## src/rtl/svm_pkg.sv

```systemverilog
// Shared definitions for the SVM front-end blocks: frame geometry, pixel type
// and the image loader state encoding.
package svm_pkg;

  localparam int unsigned IMG_SIZE    = 784;
  localparam int unsigned PIXEL_WIDTH = 16;

  typedef logic [PIXEL_WIDTH-1:0] pixel_t;

  typedef enum logic [2:0] {
    ST_IDLE      = 3'd0,
    ST_LOAD      = 3'd1,
    ST_PAD       = 3'd2,
    ST_DRAIN     = 3'd3,
    ST_START     = 3'd4,
    ST_WAIT_BUSY = 3'd5,
    ST_WAIT_DONE = 3'd6,
    ST_DONE      = 3'd7
  } loader_state_e;

endpackage

```

## src/rtl/loader_fsm.sv

```systemverilog
// Image loader control FSM: state register and next-state logic.
// The datapath (pixel counter, error flags, BRAM mux) lives in image_loader.
module loader_fsm (
  input  logic                   clk,
  input  logic                   reset,
  input  logic                   s_valid,
  input  logic                   s_last,
  input  logic                   beat,
  input  logic                   cnt_last,
  input  logic                   dskw_ready,
  output svm_pkg::loader_state_e state
);

  import svm_pkg::*;

  loader_state_e state_d;

  // State register; reset mid-frame abandons the frame.
  always_ff @(posedge clk or negedge reset) begin
    if (!reset) begin
      state <= ST_IDLE;
    end else begin
      state <= state_d;
    end
  end

  // Next-state: load, pad a short frame or drain a long one, then run Deskew.
  always_comb begin
    state_d = state;
    case (state)
      ST_IDLE:      if (s_valid && dskw_ready) state_d = ST_LOAD;
      ST_LOAD: begin
        if (beat) begin
          if (cnt_last)    state_d = s_last ? ST_START : ST_DRAIN;
          else if (s_last) state_d = ST_PAD;
        end
      end
      ST_PAD:       if (cnt_last) state_d = ST_START;
      ST_DRAIN:     if (beat && s_last) state_d = ST_START;
      ST_START:     if (!dskw_ready) state_d = ST_WAIT_BUSY;
      ST_WAIT_BUSY: state_d = ST_WAIT_DONE;
      ST_WAIT_DONE: if (dskw_ready) state_d = ST_DONE;
      ST_DONE:      state_d = ST_IDLE;
      default:      state_d = ST_IDLE;
    endcase
  end

endmodule

```

## src/rtl/image_loader.sv

```systemverilog
// Image loader: takes one frame as a valid/ready pixel stream, writes it into
// BRAM port A starting at BASE_ADDR, then starts Deskew and reports completion.
// Optional feature macro LOADER_CHECKSUM_EN adds a 32-bit running sum of the
// pixels written during LOAD on port 'checksum'.
module image_loader #(
  parameter int unsigned WIDTH      = 16,
  parameter int unsigned ADDR_WIDTH = 11,
  parameter int unsigned IMG_SIZE   = svm_pkg::IMG_SIZE,
  parameter int unsigned BASE_ADDR  = 0
) (
  input  logic                  clk,
  input  logic                  reset,
  input  logic [WIDTH-1:0]      s_data,
  input  logic                  s_valid,
  input  logic                  s_last,
  output logic                  s_ready,
  output logic                  en,
  output logic                  we,
  output logic [ADDR_WIDTH-1:0] address,
  output logic [WIDTH-1:0]      out_data,
  output logic                  dskw_start,
  input  logic                  dskw_ready,
  output logic                  busy,
  output logic                  done,
  output logic                  err_short,
  output logic                  err_long
`ifdef LOADER_CHECKSUM_EN
  ,
  output logic [31:0]           checksum
`endif
);

  import svm_pkg::*;

  localparam logic [ADDR_WIDTH-1:0] CNT_MAX = ADDR_WIDTH'(IMG_SIZE - 1);
  localparam logic [ADDR_WIDTH-1:0] BASE    = ADDR_WIDTH'(BASE_ADDR);

  if (64'(BASE_ADDR) + 64'(IMG_SIZE) > (64'd1 << ADDR_WIDTH)) begin : g_cfg_check
    $error("image_loader: BASE_ADDR + IMG_SIZE exceeds the BRAM address space");
  end

  loader_state_e         state;
  logic [ADDR_WIDTH-1:0] cnt;
  logic                  beat;
  logic                  cnt_last;
  logic                  frame_start;

  assign beat        = s_valid && s_ready;
  assign cnt_last    = (cnt == CNT_MAX);
  assign frame_start = (state == ST_IDLE) && s_valid && dskw_ready;

  loader_fsm u_fsm (
    .clk        (clk),
    .reset      (reset),
    .s_valid    (s_valid),
    .s_last     (s_last),
    .beat       (beat),
    .cnt_last   (cnt_last),
    .dskw_ready (dskw_ready),
    .state      (state)
  );

  // Pixel counter: advances per written address, saturates on the last pixel.
  always_ff @(posedge clk or negedge reset) begin
    if (!reset) begin
      cnt <= '0;
    end else if (frame_start) begin
      cnt <= '0;
    end else if (((state == ST_LOAD && beat) || state == ST_PAD) && !cnt_last) begin
      cnt <= cnt + ADDR_WIDTH'(1);
    end
  end

  // Frame length errors, sticky until the next frame begins.
  always_ff @(posedge clk or negedge reset) begin
    if (!reset) begin
      err_short <= 1'b0;
      err_long  <= 1'b0;
    end else if (frame_start) begin
      err_short <= 1'b0;
      err_long  <= 1'b0;
    end else if (state == ST_LOAD && beat) begin
      if (cnt_last && !s_last) err_long <= 1'b1;
      if (!cnt_last && s_last) err_short <= 1'b1;
    end
  end

  // BRAM port A is driven only in LOAD/PAD so Deskew owns it otherwise.
  always_comb begin
    en       = 1'b0;
    we       = 1'b0;
    address  = '0;
    out_data = '0;
    case (state)
      ST_LOAD: begin
        en       = beat;
        we       = beat;
        address  = BASE + cnt;
        out_data = s_data;
      end
      ST_PAD: begin
        en       = 1'b1;
        we       = 1'b1;
        address  = BASE + cnt;
        out_data = '0;
      end
      default: ;
    endcase
  end

  // Stream handshake and status outputs decoded from the state.
  always_comb begin
    s_ready    = (state == ST_LOAD) || (state == ST_DRAIN);
    dskw_start = (state == ST_START);
    busy       = (state != ST_IDLE);
    done       = (state == ST_DONE);
  end

`ifdef LOADER_CHECKSUM_EN
  // Running sum of accepted pixels; padding zeros contribute nothing.
  always_ff @(posedge clk or negedge reset) begin
    if (!reset) begin
      checksum <= '0;
    end else if (frame_start) begin
      checksum <= '0;
    end else if (state == ST_LOAD && beat) begin
      checksum <= checksum + 32'(s_data);
    end
  end
`endif

endmodule

```

## config.mk

```make
export PLATFORM = sky130hd
export DESIGN_NAME = image_loader
export DESIGN_NICKNAME = d
export VERILOG_FILES = /design/src/rtl/svm_pkg.sv /design/src/rtl/loader_fsm.sv /design/src/rtl/image_loader.sv
export SDC_FILE = /design/constraint.sdc
export NUM_CORES = 1
export LEC_CHECK = 0
export ABC_CLOCK_PERIOD_IN_PS = 4450
export BUFFER_PORTS_ARGS = -buffer_cell sky130_fd_sc_hd__buf_2
export CORE_MARGIN = 4
export CORE_UTILIZATION = 25
export DETAILED_ROUTE_END_ITERATION = 7
export GPL_ROUTABILITY_DRIVEN = 1
export SYNTH_ARGS = -nofsm -noshare
export SYNTH_HDL_FRONTEND = slang
export SYNTH_SLANG_ARGS = --single-unit
```

## constraint.sdc

```tcl
create_clock -name clk -period 4.45 [get_ports clk]
set_input_delay 0.89 -clock clk [delete_from_list [all_inputs] [get_ports clk]]
set_output_delay 0.89 -clock clk [all_outputs]
set_load 0.02 [all_outputs]
```

Word-level counts from Yosys, hierarchy flattened
Cells that the tools add are included.
{"block": "classes", "addsub": 1, "n_eq_ne": 15, "muxes": 21, "n_reduce_logical": 23}
{"cell": "two-way mux 11 bit", "count": 3}
{"cell": "two-way mux 3 bit", "count": 9}
{"cell": "case mux 3 bit (8 select lines)", "count": 1}
{"cell": "two-way mux 16 bit", "count": 1}
{"cell": "== test 3 bit, second input constant", "count": 4}
{"cell": "adder 11 x 1 -> 11 bit, second input constant", "count": 1}
{"cell": "== test 11 x 10 -> 1 bit, second input constant", "count": 1}
{"cell": "logical AND 1 bit", "count": 9}
{"cell": "!= test 2 bit, second input constant", "count": 4}
{"cell": "nonzero test 2 bit", "count": 4}
{"cell": "AND reduction 7 bit", "count": 1}
{"cell": "== test 3 x 2 -> 1 bit, second input constant", "count": 2}
{"cell": "two-way mux 1 bit", "count": 6}
{"cell": "!= test 2 x 1 -> 1 bit, second input constant", "count": 2}
{"cell": "AND reduction 2 bit", "count": 2}
{"cell": "== test 3 x 1 -> 1 bit, second input constant", "count": 1}
{"cell": "zero test 3 bit", "count": 1}
{"cell": "!= test 3 bit, second input constant", "count": 1}
{"cell": "nonzero test 3 bit", "count": 1}
{"cell": "zero test 1 bit", "count": 2}
{"cell": "logical OR 1 bit", "count": 2}
{"cell": "case mux 1 bit (2 select lines)", "count": 1}
{"cell": "OR reduction 2 bit", "count": 1}
{"block": "totals", "register_bits": 16, "inputBits": 21, "wordCells": 64}

Depth between registers and ports, before layout
Gate-level depths: netlist of the first run.
{"block": "depth", "depth_word": 8, "ltp_mapped": 6, "depth_no_buf": 5}

Hierarchy
A second synthesis of the first run with hierarchy kept.
{"block": "hier_totals", "cells_unflattened": 145, "area_unflattened_um2": 1232.4}
{"mod": "image_loader", "instances": 1, "cells_each": 115, "area_per_inst_um2": 950.9, "seq_area_each_um2": 325.3}
{"mod": "loader_fsm", "instances": 1, "cells_each": 30, "area_per_inst_um2": 281.5, "seq_area_each_um2": 75.1}

Least setup slack after synthesis of the first run
Ideal clock, no wire load.
{"block": "synth_timing", "path_kind": "input to output", "startpoint": "in s_valid", "endpoint": "out we", "arrival_time_ns": 1.861, "setup_slack_ns": 1.699, "path_stages": 5, "n_path_buf": 2, "path_cell_list": "buf_2 and4bb_2 nor2_1 inv_1 buf_4"}
{"block": "synth_via", "elab_chain_cells": 2}
{"element": "start, declared", "line": "image_loader.sv:14", "rtl": "input logic s_valid,"}
{"element": "logical AND 1 bit", "line": "image_loader.sv:48", "rtl": "assign beat = s_valid && s_ready;"}
{"element": "case mux 1 bit (2 select lines)"}
{"element": "end, declared", "line": "image_loader.sv:18", "rtl": "output logic we,"}
Every way passes these cells.

Worst setup path in the final report of the first run
{"block": "layout_timing", "startpoint": "reg u_fsm.state[2]", "endpoint": "out out_data[13]"}
{"block": "layout_via", "elab_chain_cells": 2}
{"element": "start, declared", "line": "loader_fsm.sv:11", "rtl": "output svm_pkg::loader_state_e state"}
{"element": "start signal, assigned", "line": "loader_fsm.sv:23", "rtl": "state <= state_d;"}
{"element": "== test 3 x 1 -> 1 bit", "line": "image_loader.sv:94", "rtl": "case (state)"}
{"element": "two-way mux 16 bit", "line": "image_loader.sv:94"}
{"element": "end, declared", "line": "image_loader.sv:20", "rtl": "output logic [WIDTH-1:0] out_data,"}
Every way passes these cells.

==> out/results.ini, run 1 <==
[critical_path]
rr_worst_depth=4
path_depth=3
path_buf_inv=1
critical_path_class=flop to primary output
cp-start-kind=flop
cp-startpoint=u_fsm.state[2]
end_kind=primary output
crit_end=out_data[13]
path_cells=nor2_1 -> and3_1 -> buf_2
crit_fanout=20
r2r-start=cnt[5]
critPathTopFamily=simple AND/OR/NAND/NOR gates
critPathRequiredTime_ps=3560
max_stage_delay_ps=850
r2r-end=u_fsm.state[2]
crit_arrival_ps=2060
cp_slowest_cell=nor2_1
r2r_slack_ps=2090

[cts]
htree_levels=1
root_buffer=clkbuf_8
clock_sinks=16
clkTransAtPathRegs_ps=60
cts_hold_buf=0
cts_max_path_buffers=2
post_cts_buffers=0
clk_latency_ps=250
cts.repair.resized=0
cts_buffers=3
cts_tree=yes

[yosys]
synth_most_common_cell=and3_1
syn_inst=137
synthDistinctLibCells=36
ys_ff_latch=16
synthTopCellsByArea=dfrtp_1 34%, and3_1 11%, and2_1 6.4%
syn_area_per_cell_um2=8.53
postSynth.topFlopCell=dfrtp_1
synth_edf_count=0
yosys-top-cells-count=20 x and3_1, 16 x dfrtp_1, 12 x and2_1
synth-async-reset-ratio_pct=100
yosysWarnings=0
synth.yosys.seq_area_share_pct=34.3
syn-num-nets=159
syn_area_um2=1170
synth_top_area_cell=dfrtp_1
yosys.area.top_type_share_pct=34.3

[timing]
skew_ps=0.860
slew_headroom_pct=29.7
max_freq_ghz=0.339
drv_slew=0
fin_crit_sh_pct=66.2
rsz0062_at_grt=false
tightest_slew_ps=1050
finalSetupTns_ps=0
period_minus_slack_ps=2950
final-hold-violation-count=0
whs_ps=489
setup_viol=0

[pwr]
total_power_mw=0.839
leakage_nw=0.836
power_per_cell_area_nw_per_um2=556
max-vdd-ir-drop_mv=0.368

[cells_and_area]
n_antenna_cell=0
area_delta_synth_final_pct=29.2
finalNetCount=207
multi_input_area_um2=699
fin_util_pct=34.0
drive_gt1_share_pct=34.2
seq_area_um2=400
fillCellCount=493

[grt]
grt_usage_pct=10.5
grt_remaining_overflow=0
antenna_found_initial=0
grt_pass1_wl_mm=5.20
grt_max_degree=33
grt_pass1_vias=1034

[route]
final_antenna_net_count=0
initialDrtViolationCount=54
routed_via_density=4.83
firstDrtPassIters=5
drc_errors=0
wl_mm=3.04
avgRoutedWirePerCell_um=12.9
via_count=1141

[floorplan]
die_area_um2=5830
die_w_um=76.4
fp.coreArea_um2=4440
rows=24
die_h_um=76.4
initial_core_util_pct=26.3
io_pins=56

[job]
maxCapViolCount=0

[placement]
dp_hpwl_mm=2.26
place_congestion=0.760
io_buffer_count=55

[outcome]
outcome=complete, no violations

[worst_hold_path]
hp-class=flop to flop

## state kept, by name (all words and copies together), names as in the netlist
signal / flops
cnt: 11
u_fsm.state: 3
err_long: 1
err_short: 1
## power by group
part	internal, mW	leakage, nW	switching, mW
Combinational	0.171	0.592	0.282
Sequential	0.177	0.215	0.0798
Clock	0.0785	0.0288	0.0514
## layout by cell type (no fill, tap or decap), types with 4 or more instances in the layout
master | synthesis | layout
mux2i_1 | 5 | 5
dfrtp_1 | 16 | 16
and3_1 | 20 | 20
nor2_1 | 9 | 9
nand2_1 | 9 | 9
buf_2 | 1 | 55
inv_1 | 4 | 4
xor2_1 | 4 | 4
clkbuf_8 | 0 | 4
and2_1 | 12 | 12
## per-layer routing
layer  global-route usage (%)  routed length [µm]  vias up
li1                         -                   -      587
met1                     14.2                1410      517
met2                     17.0                1450       35
met3                     3.19                 177        2
met4                     1.09                  10        0
met5                        0                   0        -
## per-stage QoR
step	setup slack, ps	area (µm²)	cells
CTS	1450	1510	236
floorplan	1700	1170	137
global placement	1720	1460	232
finish	1500	1510	236
global route	1240	1510	236
detailed placement	1700	1460	232
## how the worst min path moves through the flow
stage              start         to  depth (start not counted)
2_1_floorplan    cnt[10]    cnt[10]                          1
3_3_place_gp   err_short  err_short                          1
3_5_place_dp   err_short  err_short                          1
4_1_cts        err_short  err_short                          1
5_1_grt        err_short  err_short                          1
6_report       err_short  err_short                          1
## cell type report
cell class	count	share of cell area, %
Multi-Input combinational cell	105	46.3
Sequential cell	16	26.5
Timing Repair Buffer	55	18.2
Tap cell	52	4.31
Clock buffer	4	3.65
Inverter	4	0.994
## cells by family after synthesis
kind of cell	share of synthesized area, %
flip-flops	34.3
AO/OA/AOI/OAI	14.0
buffers and inverters	5.89
AND/OR/NAND/NOR	35.2
XOR/XNOR	5.25
multiplexers	4.28
adder cells (fa/ha/maj)	1.07
Note: power is estimated with default switching activity, not from simulation.
==> run 2, diff against run 1 <==
- ABC_CLOCK_PERIOD_IN_PS: 4450 -> 2500
- clock period: 4.45 -> 2.5 ns (I/O delays scaled with it)
==> out/results.ini, run 2 (synthesis results as in run 1) <==
[outcome]
outcome=complete, no violations

[job]
maxCapViolCount=0

[route]
avgRoutedWirePerCell_um=12.5
wl_mm=3.04
firstDrtPassIters=4
routed_via_density=4.79
initialDrtViolationCount=61
drc_errors=0
via_count=1164
final_antenna_net_count=0

[critical_path]
r2r_slack_ps=520
end_kind=primary output
crit_fanout=13
cp-start-kind=flop
r2r-start=u_fsm.state[0]
rr_worst_depth=4
critPathRequiredTime_ps=2000
crit_arrival_ps=1770
critical_path_class=flop to primary output
r2r-end=cnt[10]

[grt]
use_met1_pct=14.8
busiest_layer=met2
use_met3_pct=3.55
grt_pass1_wl_mm=5.35
grt_remaining_overflow=0
antenna_found_initial=0
grt_usage_pct=11.0
met2_usage_pct=17.3
grt_max_degree=19
grt_pass1_vias=1098

[placement]
dp_hpwl_mm=2.30
dpl_cell_area_um2=1510
place_congestion=0.738
pre_cts_ws_ps=398
io_buffer_count=55

[cts]
cts_hold_buf=0
clock_sinks=16
clk_latency_ps=250
root_buffer=clkbuf_8
cts_buffers=3
htree_levels=1
clkTransAtPathRegs_ps=60
cts_tree=yes
cts_max_path_buffers=2

[worst_hold_path]
hp-class=input pin to async pin

[pwr]
max-vdd-ir-drop_mv=0.663
leakage_nw=0.872
power_per_cell_area_nw_per_um2=1010

[timing]
finalSetupTns_ps=0
final-hold-violation-count=0
period_minus_slack_ps=2270
finalWorstSetupSlack_ps=227
drv_slew=0
fin_crit_sh_pct=90.9
slew_headroom_pct=64.3
max_freq_ghz=0.440
rsz0062_at_grt=false
setup_viol=0
whs_ps=151
tightest_slew_ps=535
skew_ps=1.32

[cells_and_area]
largest-register=cnt
layout_commonest_cell=buf_2
fin_util_pct=35.2
layout_top_registers=cnt: 11 flops, u_fsm.state: 3 flops
stdcell_area_um2=1570
area_delta_synth_final_pct=33.9
fillCellCount=480
finalNetCount=214
drive_gt1_share_pct=37.2
n_antenna_cell=0
layout_common_cells=55 x buf_2, 20 x and3_1, 16 x dfrtp_1, 12 x and2_1, 9 x nand2_1
largest_reg_flops=11

[floorplan]
initial_core_util_pct=26.3
fp.coreArea_um2=4440
rows=24
io_pins=56
die_w_um=76.4
die_h_um=76.4
die_area_um2=5830

==> run 2: cell types whose count changed in the layout (fill, tap and decap cells not counted) <==
cell / delta
nor2_2: +1
buf_4: +7
nor2_1: -1
==> run 2: how the worst max path moves through the flow <==
stage | end | from
floorplan | we | s_valid
global placement | we | s_valid
detailed placement | out_data[13] | u_fsm.state[1]
CTS | out_data[13] | u_fsm.state[1]
global route | en | u_fsm.state[1]
finish | en | u_fsm.state[1]
==> run 2: timing repair <==
item                                    CTS  global route
endpoints found under the setup margin    0            16
endpoints found under the hold margin     0             0
buffers inserted                          0             0
resized for setup                         0             1
==> run 2: per-stage QoR <==
stage                     power, mW  cells
after floorplan                1.05    137
after global placement         1.36    239
after detailed placement       1.37    239
after CTS                      1.60    243
after global routing           1.73    243
final                          1.59    243
==> run 2: layout make-up <==
cell class	count	area, µm²	share of cell area (%)
multi-input cells	105	702	44.8
repair buffers	62	328	20.9
well taps	52	65.1	4.16
flip-flops and latches	16	400	25.6
clock buffers	4	55.1	3.52
inverters	4	15.0	0.959
==> run 2: worst max-delay path, stage by stage (launching register included) <==
cell and delay (ps):
dfrtp_1 590, and4bb_2 350, nor2_1 310, inv_1 100
buf_2 170
==> run 2: where the power goes <==
group	total (mW)	leakage, nW	internal [mW]	switching (mW)
clock network	0.230	0.0288	0.140	0.0905
logic	0.928	0.628	0.372	0.556
registers	0.428	0.215	0.316	0.112
total	1.59	0.872	0.828	0.759
==> run 2: metal layers <==
metal	vias up	wire length [µm]
li1	601	-
met1	518	1390
met2	43	1420
met3	2	220
met4	0	14
met5	-	0
